## config.mk

```make
export PLATFORM = sky130hd
export DESIGN_NAME = branch_predictor_unit
export DESIGN_NICKNAME = d
export VERILOG_FILES = /design/src/rtl/branch_predictor_unit_pkg.sv /design/src/rtl/branch_predictor_unit_ras.sv /design/src/rtl/branch_predictor_unit.sv
export SDC_FILE = /design/constraint.sdc
export NUM_CORES = 2
export LEC_CHECK = 0
export CELL_PAD_IN_SITES_DETAIL_PLACEMENT = 2
export CELL_PAD_IN_SITES_GLOBAL_PLACEMENT = 2
export CORE_MARGIN = 1.5
export CORE_UTILIZATION = 28
export DETAILED_ROUTE_END_ITERATION = 8
export DONT_BUFFER_PORTS = 1
export PLACE_DENSITY = 0.47
export SLEW_MARGIN = 15
export SYNTH_ARGS = -nofsm -noshare
export SYNTH_HDL_FRONTEND = slang
export SYNTH_SLANG_ARGS = --single-unit
export TNS_END_PERCENT = 50
```

## constraint.sdc

```tcl
create_clock -name clock -period 15.4 [get_ports clock]
set_input_delay 2.31 -clock clock [delete_from_list [all_inputs] [get_ports clock]]
set_output_delay 2.31 -clock clock [all_outputs]
set_load 0.005 [all_outputs]
```

## src/rtl/branch_predictor_unit_pkg.sv

```systemverilog
// Shared types for the fetch-stage branch predictor: control-flow kinds and 2-bit counter encoding.
// The return-stack option is selected with the BP_RAS_EN macro.
package bp_pkg;

    typedef enum logic [1:0] {
        BR_COND = 2'd0,
        BR_JUMP = 2'd1,
        BR_CALL = 2'd2,
        BR_RET  = 2'd3
    } kind_t;

    typedef logic [1:0] ctr_t;

    localparam ctr_t CTR_SNT = 2'b00;
    localparam ctr_t CTR_WNT = 2'b01;
    localparam ctr_t CTR_WT  = 2'b10;
    localparam ctr_t CTR_ST  = 2'b11;

    function automatic ctr_t ctr_next(input ctr_t cur, input logic taken);
        ctr_t nxt;
        nxt = cur;
        if (taken && cur != CTR_ST) nxt = cur + 2'd1;
        else if (!taken && cur != CTR_SNT) nxt = cur - 2'd1;
        return nxt;
    endfunction

endpackage

```

## src/rtl/branch_predictor_unit_ras.sv

```systemverilog
// Circular return-address stack with a non-speculative pointer/count snapshot used to recover after a flush.
// Instantiated by branch_predictor_unit only when BP_RAS_EN is defined.
module bp_ras #(
    parameter int XLEN  = 32,
    parameter int DEPTH = 8
) (
    input  logic            clock,
    input  logic            reset,
    input  logic            push,
    input  logic            pop,
    input  logic [XLEN-1:0] push_data,
    input  logic            snapshot,
    input  logic            restore,
    output logic [XLEN-1:0] top,
    output logic            valid
);
    localparam int PTR_W = $clog2(DEPTH);
    localparam logic [PTR_W:0] FULL = (PTR_W+1)'(DEPTH);

    logic [XLEN-1:0] stack [DEPTH];
    logic [PTR_W-1:0] ptr, snap_ptr;
    logic [PTR_W:0]   count, snap_count;

    // ptr names the next free slot, so the top lives one below it (wrapping).
    assign top   = stack[ptr - 1'b1];
    assign valid = (count != '0);

    always_ff @(posedge clock) begin
        if (reset) begin
            ptr        <= '0;
            count      <= '0;
            snap_ptr   <= '0;
            snap_count <= '0;
        end else begin
            if (snapshot) begin
                snap_ptr   <= ptr;
                snap_count <= count;
            end
            if (restore) begin
                ptr   <= snap_ptr;
                count <= snap_count;
            end else if (push) begin
                ptr <= ptr + 1'b1;
                if (count != FULL) count <= count + 1'b1;
            end else if (pop && valid) begin
                ptr   <= ptr - 1'b1;
                count <= count - 1'b1;
            end
        end
    end

    always_ff @(posedge clock) begin
        if (push && !restore) stack[ptr] <= push_data;
    end

endmodule

```

## src/rtl/branch_predictor_unit.sv

```systemverilog
// Next-PC predictor: direct-mapped 2-bit counters plus tagged BTB, trained from execute, with registered redirect.
// Define BP_RAS_EN to add a return-address stack for RET targets.
module branch_predictor_unit
    import bp_pkg::*;
#(
    parameter int XLEN      = 32,
    parameter int ENTRIES   = 64,
    parameter int TAG_W     = 8,
    parameter int RAS_DEPTH = 8
) (
    input  logic            clock,
    input  logic            reset,
    input  logic            fetch_valid,
    input  logic [XLEN-1:0] fetch_pc,
    output logic            pred_taken,
    output logic [XLEN-1:0] pred_target,
    input  logic            upd_valid,
    input  logic [XLEN-1:0] upd_pc,
    input  logic [1:0]      upd_kind,
    input  logic            upd_taken,
    input  logic [XLEN-1:0] upd_target,
    input  logic            upd_pred_taken,
    input  logic [XLEN-1:0] upd_pred_target,
    output logic            mispredict,
    output logic [XLEN-1:0] redirect_pc,
    output logic [31:0]     mispredict_cnt
);
    localparam int IDX_W = $clog2(ENTRIES);

    ctr_t            ctr        [ENTRIES];
    logic            btb_valid  [ENTRIES];
    logic [TAG_W-1:0] btb_tag   [ENTRIES];
    logic [XLEN-1:0] btb_target [ENTRIES];
    kind_t           btb_kind   [ENTRIES];

    logic [IDX_W-1:0] f_idx, u_idx;
    logic [TAG_W-1:0] f_tag, u_tag;
    logic             f_hit, u_match, btb_write;
    kind_t            f_kind, u_kind;
    logic [XLEN-1:0]  f_seq, u_seq, actual, predicted;

    assign f_idx  = fetch_pc[IDX_W-1:0];
    assign f_tag  = fetch_pc[IDX_W+TAG_W-1:IDX_W];
    assign f_hit  = btb_valid[f_idx] && (btb_tag[f_idx] == f_tag);
    assign f_kind = btb_kind[f_idx];
    assign f_seq  = fetch_pc + 1'b1;

    assign u_idx   = upd_pc[IDX_W-1:0];
    assign u_tag   = upd_pc[IDX_W+TAG_W-1:IDX_W];
    assign u_kind  = kind_t'(upd_kind);
    assign u_match = btb_valid[u_idx] && (btb_tag[u_idx] == u_tag);
    assign u_seq   = upd_pc + 1'b1;

    assign actual    = upd_taken ? upd_target : u_seq;
    assign predicted = upd_pred_taken ? upd_pred_target : u_seq;

    // A not-taken COND that misses still claims the entry so its counter has an owner.
    assign btb_write = upd_valid && (upd_taken || (u_kind == BR_COND && !u_match));

`ifdef BP_RAS_EN
    logic            ras_valid;
    logic [XLEN-1:0] ras_top;

    bp_ras #(.XLEN(XLEN), .DEPTH(RAS_DEPTH)) u_ras (
        .clock     (clock),
        .reset     (reset),
        .push      (fetch_valid && f_hit && f_kind == BR_CALL),
        .pop       (fetch_valid && f_hit && f_kind == BR_RET),
        .push_data (f_seq),
        .snapshot  (upd_valid),
        .restore   (mispredict),
        .top       (ras_top),
        .valid     (ras_valid)
    );
`endif

    always_comb begin
        pred_taken  = f_hit && (f_kind != BR_COND || ctr[f_idx][1]);
        pred_target = f_seq;
        if (pred_taken) begin
            pred_target = btb_target[f_idx];
`ifdef BP_RAS_EN
            if (f_kind == BR_RET && ras_valid) pred_target = ras_top;
`endif
        end
    end

    always_ff @(posedge clock) begin
        if (reset) begin
            for (int i = 0; i < ENTRIES; i++) begin
                ctr[i]       <= CTR_WNT;
                btb_valid[i] <= 1'b0;
            end
        end else if (upd_valid) begin
            if (u_kind == BR_COND) begin
                if (u_match) ctr[u_idx] <= ctr_next(ctr[u_idx], upd_taken);
                else         ctr[u_idx] <= upd_taken ? CTR_WT : CTR_WNT;
            end
            if (btb_write) btb_valid[u_idx] <= 1'b1;
        end
    end

    always_ff @(posedge clock) begin
        if (!reset && btb_write) begin
            btb_tag[u_idx]    <= u_tag;
            btb_kind[u_idx]   <= u_kind;
            btb_target[u_idx] <= actual;
        end
    end

    always_ff @(posedge clock) begin
        if (reset) begin
            mispredict     <= 1'b0;
            redirect_pc    <= '0;
            mispredict_cnt <= '0;
        end else begin
            mispredict <= upd_valid && (actual != predicted);
            if (upd_valid) redirect_pc <= actual;
            if (upd_valid && (actual != predicted) && mispredict_cnt != 32'hFFFF_FFFF)
                mispredict_cnt <= mispredict_cnt + 32'd1;
        end
    end

endmodule

```

; ---- Yosys cells after proc, flatten, opt, wreduce, memory -nomap -nowiden
; Memory sizes are Yosys's and may differ from the RTL's.
; Cells that the tools add are included.
; W data, S select, Z words.
[word_totals]
ff_bits = 65
ramBits = 2880
in_bits = 136
output_inout_bits = 98
word_cells = 74
n_memories = 5
[memory_table]
columns = name, words, width, read_ports, rd_clocked_by_memory_dff, write_ports, line_no
row1 = btb_target, 64, 32, 1, 0, 1, branch_predictor_unit.sv:33  ; logic [XLEN-1:0] btb_target [ENTRIES];
row2 = btb_tag, 64, 8, 2, 0, 1, branch_predictor_unit.sv:32  ; logic [TAG_W-1:0] btb_tag [ENTRIES];
row3 = btb_kind, 64, 2, 1, 0, 1, branch_predictor_unit.sv:34  ; kind_t btb_kind [ENTRIES];
row4 = ctr, 64, 2, 2, 0, 64, branch_predictor_unit.sv:30  ; ctr_t ctr [ENTRIES];
row5 = btb_valid, 64, 1, 2, 0, 64, branch_predictor_unit.sv:31  ; logic btb_valid [ENTRIES];
[classes]
n_addsub = 5
eq_ne = 5
mux = 35
bitwise_logic = 1
n_reduce_logical = 20
[op_table]
columns = op, n
row1 = $add A32 B1 Y32 const B, 3
row2 = $mux W32, 3
row3 = $ne A32 B32 Y1, 1
row4 = $ne A32 B32 Y1 const B, 1
row5 = $mux W1, 21
row6 = $mux W2, 9
row7 = $eq A8 B8 Y1, 2
row8 = $mux W6, 2
row9 = $logic_and A1 B1 Y1, 10
row10 = $reduce_bool A2 Y1, 2
row11 = $logic_not A1 Y1, 3
row12 = $add A2 B1 Y2 const B, 1
row13 = $logic_not A2 Y1, 1
row14 = $logic_or A1 B1 Y1, 2
row15 = $ne A2 B2 Y1 const B, 1
row16 = $reduce_or A2 Y1, 1
row17 = $sub A2 B1 Y2 const B, 1
row18 = $or A1 B1 Y1, 1
row19 = $reduce_or A1 Y1, 1

; ---- Longest topological paths before layout
; An unclocked memory read counts as a cell.
[logic_depth]
depth_word = 13
mapped_depth = 21
ltp_nobuf = 13

; ---- Least setup slack after synthesis
; No wires, ideal clock.
[synth_timing]
path_kind = input port to flip-flop
start = in upd_pc[2]
end = mem btb_kind[16][0] (netlist bit) (enable)
setup_time_ns = 0.549
arrival_time_ns = 8.690
required_ns = 14.851
slack_ns = 6.161
path_stages = 14
path_buffers = 6
path_cell_list = buf_4 -> buf_2 -> buf_2 -> buf_1 -> clkbuf_1 -> mux4_2 -> mux2i_1 -> o221ai_1 -> nor3_1 -> a21oi_1 -> nand4_1 -> a2bb2oi_1 -> buf_2 -> nor4_1
[synth_via]
elab_chain_len = 10
word_cells_on_any_way = 11
classes_between = eq/ne (1) / mux (2) / reduce/logical (6) / memory (2)
[synth_lines]
columns = item, line_no
row1 = start: declaration, branch_predictor_unit.sv:18  ; input logic [XLEN-1:0] upd_pc,
row2 = $mem_v2 Z64 W8, n/a
row3 = $eq A8 B8 Y1, branch_predictor_unit.sv:51  ; assign u_match = btb_valid[u_idx] && (btb_tag[u_idx] == u_tag);
row4 = $logic_and A1 B1 Y1, branch_predictor_unit.sv:51
row5 = $logic_not A1 Y1, branch_predictor_unit.sv:58  ; assign btb_write = upd_valid && (upd_taken || (u_kind == BR_COND && !u_match));
row6 = $logic_and A1 B1 Y1, branch_predictor_unit.sv:58
row7 = $logic_or A1 B1 Y1, branch_predictor_unit.sv:58
row8 = $logic_and A1 B1 Y1, branch_predictor_unit.sv:58
row9 = $logic_and A1 B1 Y1, branch_predictor_unit.sv:104  ; if (!reset && btb_write) begin
row10 = $mux W1, branch_predictor_unit.sv:104
row11 = $mux W1 (not written as such), branch_predictor_unit.sv:106  ; btb_kind[u_idx] <= u_kind;
row12 = end: declaration, branch_predictor_unit.sv:34
; Several ways; a longest one is shown, not always the timed one.

; ---- Final worst setup path
[layout_timing]
start = in fetch_pc[1]
end = out pred_target[0]
[layout_via]
elab_chain_len = 5
word_cells_on_any_way = 11
classes_between = eq/ne (1) / mux (1) / reduce/logical (4) / memory (5)
[layout_lines]
columns = item, line_no
row1 = start: declaration, branch_predictor_unit.sv:14  ; input logic [XLEN-1:0] fetch_pc,
row2 = $mem_v2 Z64 W8 / $mem_v2 Z64 W2 (equally long branches), n/a
row3 = $eq A8 B8 Y1 / $reduce_bool A2 Y1 (equally long branches), "branch_predictor_unit.sv:44, branch_predictor_unit.sv:78"
row4 = $logic_and A1 B1 Y1 / $logic_or A1 B1 Y1 (equally long branches), "branch_predictor_unit.sv:44, branch_predictor_unit.sv:78"
row5 = $logic_and A1 B1 Y1, branch_predictor_unit.sv:78  ; pred_taken = f_hit && (f_kind != BR_COND || ctr[f_idx][1]);
row6 = $mux W32 (*), branch_predictor_unit.sv:80  ; if (pred_taken) begin
row7 = end: declaration, branch_predictor_unit.sv:16  ; output logic [XLEN-1:0] pred_target,
; Mark *: on every way between the ends. The rest lies on a longest branch, timed or not.

==> metrics.cfg <==
[status]
status = completed

[timing]
tightestPinTransition_ps = 1460
finClkSkew_ps = 66.3
fin_setup_tns_ps = 0
rsz0062_at_grt = false
period_needed_ps = 11080
maxSlewHeadroom_pct = 2.55
setup-violations-final = 0
slew_viol_final = 0
final-hold-violation-count = 0
max_freq_mhz = 90.3
setup_ws_ps = 4320
hold_slack_ps = 477
period_share_pct = 71.9

[final_layout]
multi_input_area_um2 = 33900
final_cell_mix = edfxtp_1 (2816), mux4_2 (877), clkbuf_16 (356), buf_4 (218), nor2_1 (190)
finalNetCount = 6564
final_common_cell = edfxtp_1
stdcell_count = 12400
syn2layout_area_growth_pct = 15.5
n_fill_cell = 42600
drive_gt1_share_pct = 27.2
seqCellArea_um2 = 87100

[worst_setup_path]
cp_max_fo = 196
required_ps = 13090
crit_arrival_ps = 8770
path_cells = buf_16 > buf_16 > buf_16 > inv_1 > nor3_1 > a311oi_1 > a311oi_1 > nor2_1 > a32oi_1 > nor2_1 > a21oi_1 > o2111ai_4 > buf_4 > a211oi_1 > a21oi_1
reg2reg_setup_slack_ps = 8170
start_kind = input pin
cp-end-kind = primary output
cp_slowest_stage_delay_ps = 920
critPathKind = input pin to primary output
crit_slowest_cell = buf_16
crit_family = buffers and inverters
cpMostUsedCell = buf_16
cp.buffers_inverters = 5

[place]
gp_congestion = 0.789
placed_cells = 11800
hpwl_um = 270000
portBuffers = 0
post-place-ws_ps = 5190

[synth]
ys_async_sr_fraction_pct = 0
ys_seq_area_share_pct = 71.3
syn_area_um2 = 122000
ys_seq_elements = 2945
synth.area.top_cells = edfxtp_1 (69%), mux4_2 (16%), dfxtp_1 (2.1%)
ys_warn_count = 0
syn_area_per_cell_um2 = 19.5
post-synth-top-area-cell = edfxtp_1
synth_edf_count = 2816
synth_top_area_share_pct = 69.2
synthCells = 6283
ys.flop_type = edfxtp_1
syn_nets = 6424
ys_types = 91

[route]
drtAntennaViolNets = 0
first_pass_iters = 5
wirelength_um = 484000
wl_per_cell_um = 38.9
drc_errors = 0
route.vias.total = 67300
vias_per_cell = 5.41
dr.first_iter.drc_count = 7287

[clocking]
htree_num_levels = 5
post_cts_buffers = 0
cts_root_buf = clkbuf_16
clk_latency_ps = 980
cts.path.max_buffers = 4
cts_buffers = 351
cts_resized = 0
cts.sinks = 2945
cts_tree = built
ctsHoldBuffers = 0
path_clk_slew_ps = 60

[floorplanning]
start_util_pct = 28.1
core_um2 = 435000
rows = 242
die_area_um2 = 441000
die_h_um = 664
io_pins = 234
die_w_um = 664

[global_route]
grt_pass1_vias = 72400
grt-ovfl-total = 0
grt_pass1_wl_um = 655000
grt_max_degree = 675
grt_usage_pct = 21.6
antenna_found_initial = 38

[flow_run]
maxCapViolations = 0

[power]
power_density_nw_per_um2 = 127
power_w = 0.0179
power_leakage_nw = 43.2
ir_drop_mv = 0.0774

[hold_path]
hold_path.class = flop to flop

==> worst paths after layout <==
check,startpoint,endpoint,cells after the start
worst max-delay path,fetch_pc[1],pred_target[0],15
worst min-delay path,btb_valid[47]$_DFF_P_,btb_valid[47]$_DFF_P_,1
worst max register to register,btb_valid[27]$_DFF_P_,btb_target[23][31]$_DFFE_PP_,14
worst min register to register,btb_valid[47]$_DFF_P_,btb_valid[47]$_DFF_P_,1
==> flip-flops by register name, summed over array words and instances (netlist names) <==
signal,cells
redirect_pc,32
ctr,128
btb_tag,512
btb_valid,64
btb_kind,128
mispredict_cnt,32
btb_target,2048
mispredict,1
==> stage by stage <==
stage | instance area, um2 | utilization, %
detailed placement | 130000 | 30.0
finish | 141000 | 32.5
global route | 141000 | 32.5
CTS | 141000 | 32.5
floorplan | 122000 | -
global placement | 130000 | 30.0
==> area by class of cell <==
class / instances / area share [%]
Timing Repair Buffer: 236 / 1.50
Multi-Input combinational cell: 2835 / 24.0
Tap cell: 5734 / 5.08
Clock buffer: 454 / 6.62
Clock inverter: 175 / 0.983
Antenna cell: 6 / 0.0106
Inverter: 54 / 0.144
Sequential cell: 2945 / 61.7
==> Yosys cell counts (all sizes together) (19+ instances only) <==
cell type / instances
clkbuf: 263
nor2b: 28
o311ai: 23
nand2: 180
dfxtp: 129
nand3: 89
buf: 186
edfxtp: 2816
o22ai: 65
mux2i: 123
mux4: 877
o21ai: 73
xnor2: 99
nand2b: 35
a221oi: 72
a22o: 24
mux2: 117
a221o: 19
a22oi: 73
a31oi: 23
and3: 35
nand4: 62
inv: 53
nor4: 47
o21bai: 26
nor3: 98
xor2: 59
a21o: 48
nor2: 241
a21oi: 114
==> logic make-up after synthesis <==
group / count (synthesis) / synth area share, %
DFF: 2945 / 71.3
xor gates and xnor gates: 160 / 1.17
and+or+nand+nor: 888 / 3.65
buffers and inverters: 503 / 1.72
muxes: 1117 / 18.2
adders and majority gates: 5 / 0.0512
AOI/OAI and AO/OA: 665 / 3.90
==> power breakdown <==
group          switching [W]  total, W  internal (W)
Sequential         0.0000219   0.00888       0.00886
Clock                0.00346   0.00799       0.00453
Combinational       0.000644   0.00104      0.000393
Total                0.00412    0.0179        0.0138
==> layer usage <==
layer	share of wire (%)	wire length (um)	global-route usage [%]
met1	43	206000	29.1
met2	50	241000	37.1
met3	5.4	26200	3.19
met4	2.3	11100	4.64
met5	0	0	0
Power figures use the tool's default switching activity.
